File: src/rtl/instr_fetch_unit.sv
// rtl/instr_fetch_unit.sv - instruction fetch stage with redirect, halt and 1-entry skid buffer
// Keeps a PC, issues word reads to a 1-cycle synchronous imem and presents one instruction at a time.
module instr_fetch_unit #(
    parameter int                ADDR_W      = 10,
    parameter logic [ADDR_W-1:0] RESET_PC    = '0,
    parameter logic [5:0]        HALT_OPCODE = 6'd63
) (
    input  logic              clk,
    input  logic              rst,
    input  logic              stall,
    input  logic              redirect,
    input  logic              redirect_absolute,
    input  logic [31:0]       offset,
    output logic              imem_rd_en,
    output logic [ADDR_W-1:0] imem_addr,
    input  logic [31:0]       imem_rdata,
    output logic [31:0]       instruction,
    output logic [ADDR_W-1:0] pc_out,
    output logic              instr_valid,
    output logic              halted
);

    typedef enum logic {
        S_RUN,
        S_HALTED
    } state_e;

    state_e            state_q, state_d;
    logic [ADDR_W-1:0] fetch_pc_q, fetch_pc_d;
    logic [31:0]       instr_q, instr_d;
    logic [ADDR_W-1:0] pc_out_q, pc_out_d;
    logic              valid_q, valid_d;
    logic [31:0]       skid_data_q, skid_data_d;
    logic [ADDR_W-1:0] skid_pc_q, skid_pc_d;
    logic              skid_valid_q, skid_valid_d;
    logic              pending_q, pending_d;
    logic [ADDR_W-1:0] pend_pc_q, pend_pc_d;

    logic              consume;
    logic              halt_take;
    logic              redir_take;
    logic              flush;
    logic [1:0]        occ;
    logic              room;
    logic              issue;
    logic [ADDR_W-1:0] target;
    logic              unused_offset_bits;

    assign unused_offset_bits = ^offset[31:ADDR_W];

    // Halt wins over a simultaneous redirect; both only act on a presented instruction.
    assign consume    = valid_q & (~stall | redirect);
    assign halt_take  = consume & (instr_q[31:26] == HALT_OPCODE);
    assign redir_take = valid_q & redirect & ~halt_take;
    assign flush      = halt_take | redir_take;

    // Words held or in flight after this cycle must fit in output + skid.
    assign occ   = {1'b0, valid_q} + {1'b0, skid_valid_q} + {1'b0, pending_q};
    assign room  = consume ? (occ <= 2'd2) : (occ <= 2'd1);
    assign issue = (state_q == S_RUN) & ~rst & ~flush & room;

    assign target = redirect_absolute ? offset[ADDR_W-1:0]
                                      : pc_out_q + ADDR_W'(1) + offset[ADDR_W-1:0];

    assign imem_rd_en  = issue;
    assign imem_addr   = fetch_pc_q;
    assign instruction = instr_q;
    assign pc_out      = pc_out_q;
    assign instr_valid = valid_q;
    assign halted      = (state_q == S_HALTED);

    always_comb begin
        state_d      = state_q;
        fetch_pc_d   = fetch_pc_q;
        instr_d      = instr_q;
        pc_out_d     = pc_out_q;
        valid_d      = valid_q;
        skid_data_d  = skid_data_q;
        skid_pc_d    = skid_pc_q;
        skid_valid_d = skid_valid_q;
        pending_d    = 1'b0;
        pend_pc_d    = pend_pc_q;

        case (state_q)
            S_RUN: begin
                if (issue) begin
                    fetch_pc_d = fetch_pc_q + ADDR_W'(1);
                    pending_d  = 1'b1;
                    pend_pc_d  = fetch_pc_q;
                end
                if (flush) begin
                    valid_d      = 1'b0;
                    skid_valid_d = 1'b0;
                    pending_d    = 1'b0;
                    if (halt_take) begin
                        state_d = S_HALTED;
                    end else begin
                        fetch_pc_d = target;
                    end
                end else if (consume) begin
                    if (skid_valid_q) begin
                        instr_d      = skid_data_q;
                        pc_out_d     = skid_pc_q;
                        skid_valid_d = pending_q;
                        if (pending_q) begin
                            skid_data_d = imem_rdata;
                            skid_pc_d   = pend_pc_q;
                        end
                    end else if (pending_q) begin
                        instr_d  = imem_rdata;
                        pc_out_d = pend_pc_q;
                        valid_d  = 1'b1;
                    end else begin
                        valid_d = 1'b0;
                    end
                end else if (pending_q) begin
                    // Output occupied and held: the single in-flight word parks in the skid.
                    if (valid_q) begin
                        skid_data_d  = imem_rdata;
                        skid_pc_d    = pend_pc_q;
                        skid_valid_d = 1'b1;
                    end else begin
                        instr_d  = imem_rdata;
                        pc_out_d = pend_pc_q;
                        valid_d  = 1'b1;
                    end
                end
            end
            S_HALTED: begin
                valid_d      = 1'b0;
                skid_valid_d = 1'b0;
            end
            default: begin
                state_d = S_HALTED;
                valid_d = 1'b0;
            end
        endcase
    end

    always_ff @(posedge clk or posedge rst) begin
        if (rst) begin
            state_q      <= S_RUN;
            fetch_pc_q   <= RESET_PC;
            instr_q      <= '0;
            pc_out_q     <= '0;
            valid_q      <= 1'b0;
            skid_data_q  <= '0;
            skid_pc_q    <= '0;
            skid_valid_q <= 1'b0;
            pending_q    <= 1'b0;
            pend_pc_q    <= '0;
        end else begin
            state_q      <= state_d;
            fetch_pc_q   <= fetch_pc_d;
            instr_q      <= instr_d;
            pc_out_q     <= pc_out_d;
            valid_q      <= valid_d;
            skid_data_q  <= skid_data_d;
            skid_pc_q    <= skid_pc_d;
            skid_valid_q <= skid_valid_d;
            pending_q    <= pending_d;
            pend_pc_q    <= pend_pc_d;
        end
    end

endmodule

File: config.mk
export PLATFORM = sky130hd
export DESIGN_NAME = instr_fetch_unit
export DESIGN_NICKNAME = d
export VERILOG_FILES = /design/src/rtl/instr_fetch_unit.sv
export SDC_FILE = /design/constraint.sdc
export NUM_CORES = 1
export LEC_CHECK = 0
export ABC_AREA = 1
export CORE_AREA = 2 2 136 112
export DETAILED_ROUTE_END_ITERATION = 6
export DIE_AREA = 0 0 138 114
export PLACE_DENSITY = 0.67
export SKIP_CTS_REPAIR_TIMING = 1
export SLEW_MARGIN = 30
export SYNTH_ARGS = -nofsm -noshare
export SYNTH_HDL_FRONTEND = slang
export SYNTH_SLANG_ARGS = --single-unit
File: constraint.sdc
create_clock -name clk -period 4.6 [get_ports clk]
set_clock_uncertainty 0.05 [all_clocks]
set_input_delay 0.92 -clock clk [delete_from_list [all_inputs] [get_ports clk]]
set_output_delay 0.92 -clock clk [all_outputs]
set_load 0.02 [all_outputs]
==> key figures, run 1 <==
Die
  – Die width: 138 um
  – DIE HEIGHT: 114 um
  – Die footprint: 0.0157 mm^2
  – Core Box Area: 0.0145 mm^2
  – Ports: 124
  – Row cnt: 40
  – Initial Util: 0.389

Final layout
  – FILL cells: 1441
  – Share of post-route cells with drive strength above 1: 0.0439
  – Final nets: 918
  – Synthesis-to-layout area growth: 26.6%
  – # diodes: 0

Run status
  – Outcome: completed

Drt
  – Antenna viol nets, final: 0
  – WL/cell: 12.9 um
  – Total Wirelength: 13.3 mm
  – DRC viols: 0
  – Vias: 4956
  – Number of vias per cell: 4.81
  – 1st-pass router iterations: 5
  – Iter 0 DRT Violations: 325

Timing
  – RSZ-0062 raised after global routing: false
  – Hold_ws: 0.462 ns
  – Min Tclk post-route: 3.85 ns
  – Final setup fails: 0
  – Final Max Slew Viols: 0
  – Final hold viol count: 0
  – Post-Route Setup TNS: 0 ns
  – Tightest Pin Transition: 0.755 ns
  – Relative slew margins: 0.496
  – Fin crit share: 0.838
  – Achievable Freq: 259 MHz
  – Worst setup margin: 0.746 ns

Clocking
  – H-tree depth: 3
  – Max clock buf depth: 2
  – TritonCTS Buffers: 9
  – Clock sink count: 108
  – CTS tree: built
  – Skew-Pair Late Insertion Delay: 0.35 ns
  – Root Driver: clkbuf_16
  – Clock-pin slew on the worst setup and hold paths: 0.07 ns

Synthesis
  – Cell count after synthesis: 750
  – Syn. warnings: 0
  – Post-synthesis compound-gate area fraction: 0.150
  – Mux cell area share after synthesis: 0
  – Netlist cell types: 29
  – Mapped Area: 0.00565 mm^2
  – Largest family of logic cells by synthesized area: simple AND/OR/NAND/NOR gates
  – Synth cell count leaders: nand2_1 (233), inv_1 (120), dfrtp_1 (108)
  – Cell taking the most area after synthesis: dfrtp_1
  – Most used DFF post-synth: dfrtp_1
  – Seq/Total Area, Yosys: 0.479
  – Most common cell in the netlist: nand2_1
  – Synth Area in Adders: 0.0293
  – Syn_nets: 831
  – Post-synth EDFFs: 0
  – Simple-Gate Fraction of Synth Area: 0.216
  – Synth top area share: 0.479
  – Yosys reg bits: 108
  – Mean Syn Cell Area: 7.53 um^2
  – Post-Synth XOR/XNOR Area: 0.0124
  – Post-synth ARST share: 1.00
  – Area contributors post-synth: dfrtp_1 (48%), nand2_1 (15%), o21ai_0 (9.2%)

Flow run
  – Max-cap violation count: 0

Global routing
  – Initial antenna violation count: 0
  – Largest net degree at the start of global routing: 86
  – Total GRT Usage: 0.175
  – Global-route wire length before repair: 22.4 mm
  – Grt total ovfl: 0
  – Vias in the first global route: 4404

Critical path
  – Critical Path Max Stage Delay: 0.70 ns
  – Crit path max-delay cell type: clkdlybuf4s50_1
  – Max Fanout on Critical Path: 5
  – Startpoint Class: input pin
  – Crit-path leading delay family: buffers and inverters
  – WP data required: 3.63 ns
  – Worst path arrival time: 2.88 ns
  – WP buf/inv: 2
  – Crit Path Class: in -> out
  – Crit end category: output port
  – Crit path from: stall
  – Worst r2r src: instr_valid
  – Worst-path cell chain: clkdlybuf4s50_1, a21oi_4, nand3_2, nand3_2, nor2_1, clkdlybuf4s50_1

Placed design
  – PortBufs: 101
  – GPL Wtd Cong: 0.813
  – Post-DP HPWL: 8.95 mm
  – Pre-CTS setup slack: 0.799 ns

Power
  – Clock network fraction of total power: 0.427
  – Static Leakage: 3.64 nW
  – Cell Int Power: 1.44 mW
  – Comb power frac: 0.067
  – Max VDD drop: 0.212 mV
  – Switch Pwr: 0.438 mW
  – Sw frac: 0.233
  – Register share of total power: 0.506
  – Pwr dens: 263 mW/mm^2

Hold path
  – Hold WC Path Type: reg -> reg
  – Hold path startpoint: pend_pc_q[4]
==> power groups by stage <==
stage | Combinational (mW) | Clock (mW) | Sequential [mW]
detailed placement | 0.124 | 0 | 0.972
floorplan | 0.0614 | 0 | 0.972
global placement | 0.123 | 0 | 0.972
finish | 0.125 | 0.804 | 0.953
CTS | 0.125 | 0.832 | 0.953
global route | 0.144 | 0.865 | 0.954
==> worst register-to-register path, delay by kind of cell (launching register included) <==
kind / cells / cell delay [ns]
and+or+nand+nor: 7 / 0.78
adders and majority gates: 1 / 0.54
DFF: 1 / 0.45
buffers and inverters: 2 / 0.37
AOI/OAI and AO/OA: 1 / 0.08
==> layout by cell type (no fill, tap or decap), types with 3 or more instances in the layout <==
| cell | instances |
|---|---|
| nand2_1 | 233 |
| inv_1 | 119 |
| dfrtp_1 | 108 |
| o21ai_0 | 104 |
| clkdlybuf4s50_1 | 101 |
| o21ai_1 | 39 |
| nand3_1 | 32 |
| a21oi_1 | 19 |
| nor2_1 | 17 |
| ha_1 | 10 |
| clkbuf_16 | 9 |
| buf_4 | 8 |
| xor2_1 | 7 |
| nand4_1 | 4 |
| nand3b_1 | 4 |
| or2_2 | 3 |
==> sequential cells by signal, indices dropped and copies added (netlist names) <==
signal,count
instruction,32
skid_data_q,32
imem_addr,10
pc_out,10
pend_pc_q,10
skid_pc_q,10
halted,1
instr_valid,1
pending_q,1
skid_valid_q,1
==> final timing paths <==
| path | to | slack (ns) | depth (start not counted) |
|---|---|---|---|
| min in group asynchronous | pc_out[2] | 1.07 | 3 |
| worst min-delay path | pend_pc_q[4] | 0.46 | 2 |
| worst max register to register | imem_addr[4] | 2.24 | 11 |
| worst max-delay path | imem_rd_en | 0.75 | 6 |
| max in group asynchronous | instruction[2] | 2.44 | 5 |
| worst min register to register | pend_pc_q[4] | 0.46 | 2 |
==> per-stage QoR <==
step | cell area, um^2 | utilization | cells | total power, mW
floorplan | 5650 | - | 750 | 1.03
global placement | 6810 | 0.469 | 1014 | 1.09
detailed placement | 6810 | 0.469 | 1014 | 1.10
CTS | 7120 | 0.490 | 1030 | 1.91
global route | 7140 | 0.492 | 1031 | 1.96
finish | 7140 | 0.492 | 1031 | 1.88
==> final cells by class <==
type	instances	area, um^2	area share
multi-input combinational	485	2320	0.324
inverter	122	462	0.0646
clock inverter	7	82.6	0.0116
clock buffer	9	225	0.0315
timing repair buffer	111	1120	0.157
sequential	108	2700	0.378
tap	189	236	0.0331
==> logic make-up after synthesis <==
group / after synthesis
adder cells (fa/ha/maj): 12
XOR/XNOR: 8
flip-flops: 108
buffers and inverters: 157
AND/OR/NAND/NOR: 300
AO/OA/AOI/OAI: 165
==> metal layers <==
metal | track usage | wire length, um | vias up
met5 | 0 | 0 | -
met4 | 0.0395 | 98 | 0
met3 | 0.0327 | 655 | 9
met2 | 0.263 | 5740 | 120
met1 | 0.264 | 6790 | 2314
li1 | - | - | 2513
Power figures use the tool's default switching activity.
==> run 2: changes to the inputs <==
Settings changed: PLACE_DENSITY 0.67 to unset.
Clock period 4.6 ns to 3.7 ns, I/O delays scaled along.
==> run 2 against run 1 <==
Net effect: first-iteration DRC count down 8.3%; clock-buffer cell count up 1; design area about the same; critical path type is now reg -> out; largest power group unchanged.
==> key figures, run 2 (synthesis results as in run 1) <==
Clocking
  – Skew-Pair Late Insertion Delay: 0.35 ns
  – Max clock buf depth: 2
  – CTS tree: built
  – Root Driver: clkbuf_16
  – Clock sink count: 108
  – TritonCTS Buffers: 9
  – Clock-pin slew on the worst setup and hold paths: 0.07 ns
  – H-tree depth: 3

Die
  – Die footprint: 0.0157 mm^2
  – Initial Util: 0.389
  – DIE HEIGHT: 114 um
  – Row cnt: 40
  – Die width: 138 um
  – Core Box Area: 0.0145 mm^2
  – Ports: 124

Critical path
  – Crit end category: output port
  – Startpoint Class: flop
  – Cells on worst reg2reg path: 7
  – Crit Path Class: reg -> out
  – Worst path arrival time: 2.67 ns
  – Reg2Reg Setup Slack: 0.92 ns
  – Critical R2R Capture: pend_pc_q[4]
  – Max Fanout on Critical Path: 6
  – Worst r2r src: instr_valid
  – WP data required: 2.91 ns

Final layout
  – Share of post-route cells with drive strength above 1: 0.0440
  – Final design utilization: 0.492
  – Most common cell after layout, fill and taps aside: nand2_1
  – Most frequent cells in the layout: nand2_1 (233), inv_1 (119), dfrtp_1 (108)
  – # diodes: 0
  – FILL cells: 1395
  – Synthesis-to-layout area growth: 26.4%
  – Final nets: 917

Timing
  – Final Max Slew Viols: 0
  – Final hold viol count: 0
  – RSZ-0062 raised after global routing: false
  – Hold_ws: 0.452 ns
  – Tightest Pin Transition: 0.883 ns
  – Min Tclk post-route: 3.46 ns
  – Post-Route Setup TNS: 0 ns
  – Fin crit share: 0.936
  – Relative slew margins: 0.410
  – Achievable Freq: 289 MHz
  – Final setup fails: 0

Global routing
  – Initial antenna violation count: 0
  – Global-route wire length before repair: 22.8 mm
  – Total GRT Usage: 0.179
  – Vias in the first global route: 4618
  – Largest net degree at the start of global routing: 86
  – Grt total ovfl: 0

Power
  – Max VDD drop: 0.253 mV
  – PnR Total Power: 2.34 mW
  – Pwr dens: 328 mW/mm^2
  – Static Leakage: 3.63 nW

Drt
  – Number of vias per cell: 4.87
  – Total Wirelength: 13.7 mm
  – Iter 0 DRT Violations: 298
  – Vias: 5017
  – Antenna viol nets, final: 0
  – DRC viols: 0
  – 1st-pass router iterations: 5
  – WL/cell: 13.3 um

Hold path
  – Hold WC Path Type: reg -> reg
  – Hold path cells: 2
  – Hold EP: pend_pc_q[0]
  – Hold path startpoint: pend_pc_q[0]

Run status
  – Outcome: completed

Placed design
  – GPL Wtd Cong: 0.901
  – Post-DP HPWL: 9.29 mm
  – PortBufs: 101

Flow run
  – Max-cap violation count: 0
## run 2: changes by cell type in the layout (fill, tap and decap cells not counted), sizes merged
cell / previous run / this run
inv: 123 / 122
clkinv: 3 / 2
buf: 10 / 9
clkbuf: 9 / 10
clkinvlp: 2 / 3
## run 2: critical path, cell delays in order, from the launching register on
cell and delay [ns]:
dfrtp_1 0.45, inv_2 0.11, fa_1 0.56, nand3_1 0.09
nand2_1 0.10, nand2_1 0.09, nor2_2 0.26, clkdlybuf4s50_1 0.66
## run 2: how the worst max path moves through the flow
stage | startpoint | cells after the start | to | slack, ns
5_1_grt | instr_valid | 7 | imem_rd_en | 0.1
2_1_floorplan | rst | 4 | imem_rd_en | 0.02
6_report | instr_valid | 7 | imem_rd_en | 0.24
4_1_cts | instr_valid | 7 | imem_rd_en | 0.14
3_5_place_dp | redirect | 8 | imem_rd_en | 0.23
3_3_place_gp | redirect | 8 | imem_rd_en | 0.25
## run 2: final cells by class
type,instances,area (um^2),share of cell area
clock buffer,10,239,0.0335
clock inverter,6,71.3,0.00999
inverter,122,462,0.0647
multi-input combinational,485,2320,0.325
sequential,108,2700,0.379
tap,189,236,0.0331
timing repair buffer,110,1110,0.155
## run 2: through the flow
stage / cell area [um^2] / worst slack, ns / instances
finish: 7140 / 0.238 / 1030
global route: 7140 / 0.0952 / 1030
CTS: 7130 / 0.136 / 1030
detailed placement: 6820 / 0.231 / 1014
global placement: 6820 / 0.248 / 1014
floorplan: 5650 / 0.0248 / 750
## run 2: power breakdown
group          total [mW]  switching (mW)  leakage (nW)  internal (mW)
logic               0.155          0.0817          2.48         0.0731
clock network       0.998           0.449         0.146          0.550
registers            1.19         0.00273         0.999           1.18
total                2.34           0.533          3.63           1.81
## run 2: per-layer routing
metal  vias up  part of all wire  global-route usage
li1       2515                 -                   -
met1      2357              0.49               0.255
met2       127              0.45               0.276
met3        18             0.048              0.0407
met4         0             0.018              0.0469
met5         -                 0                   0
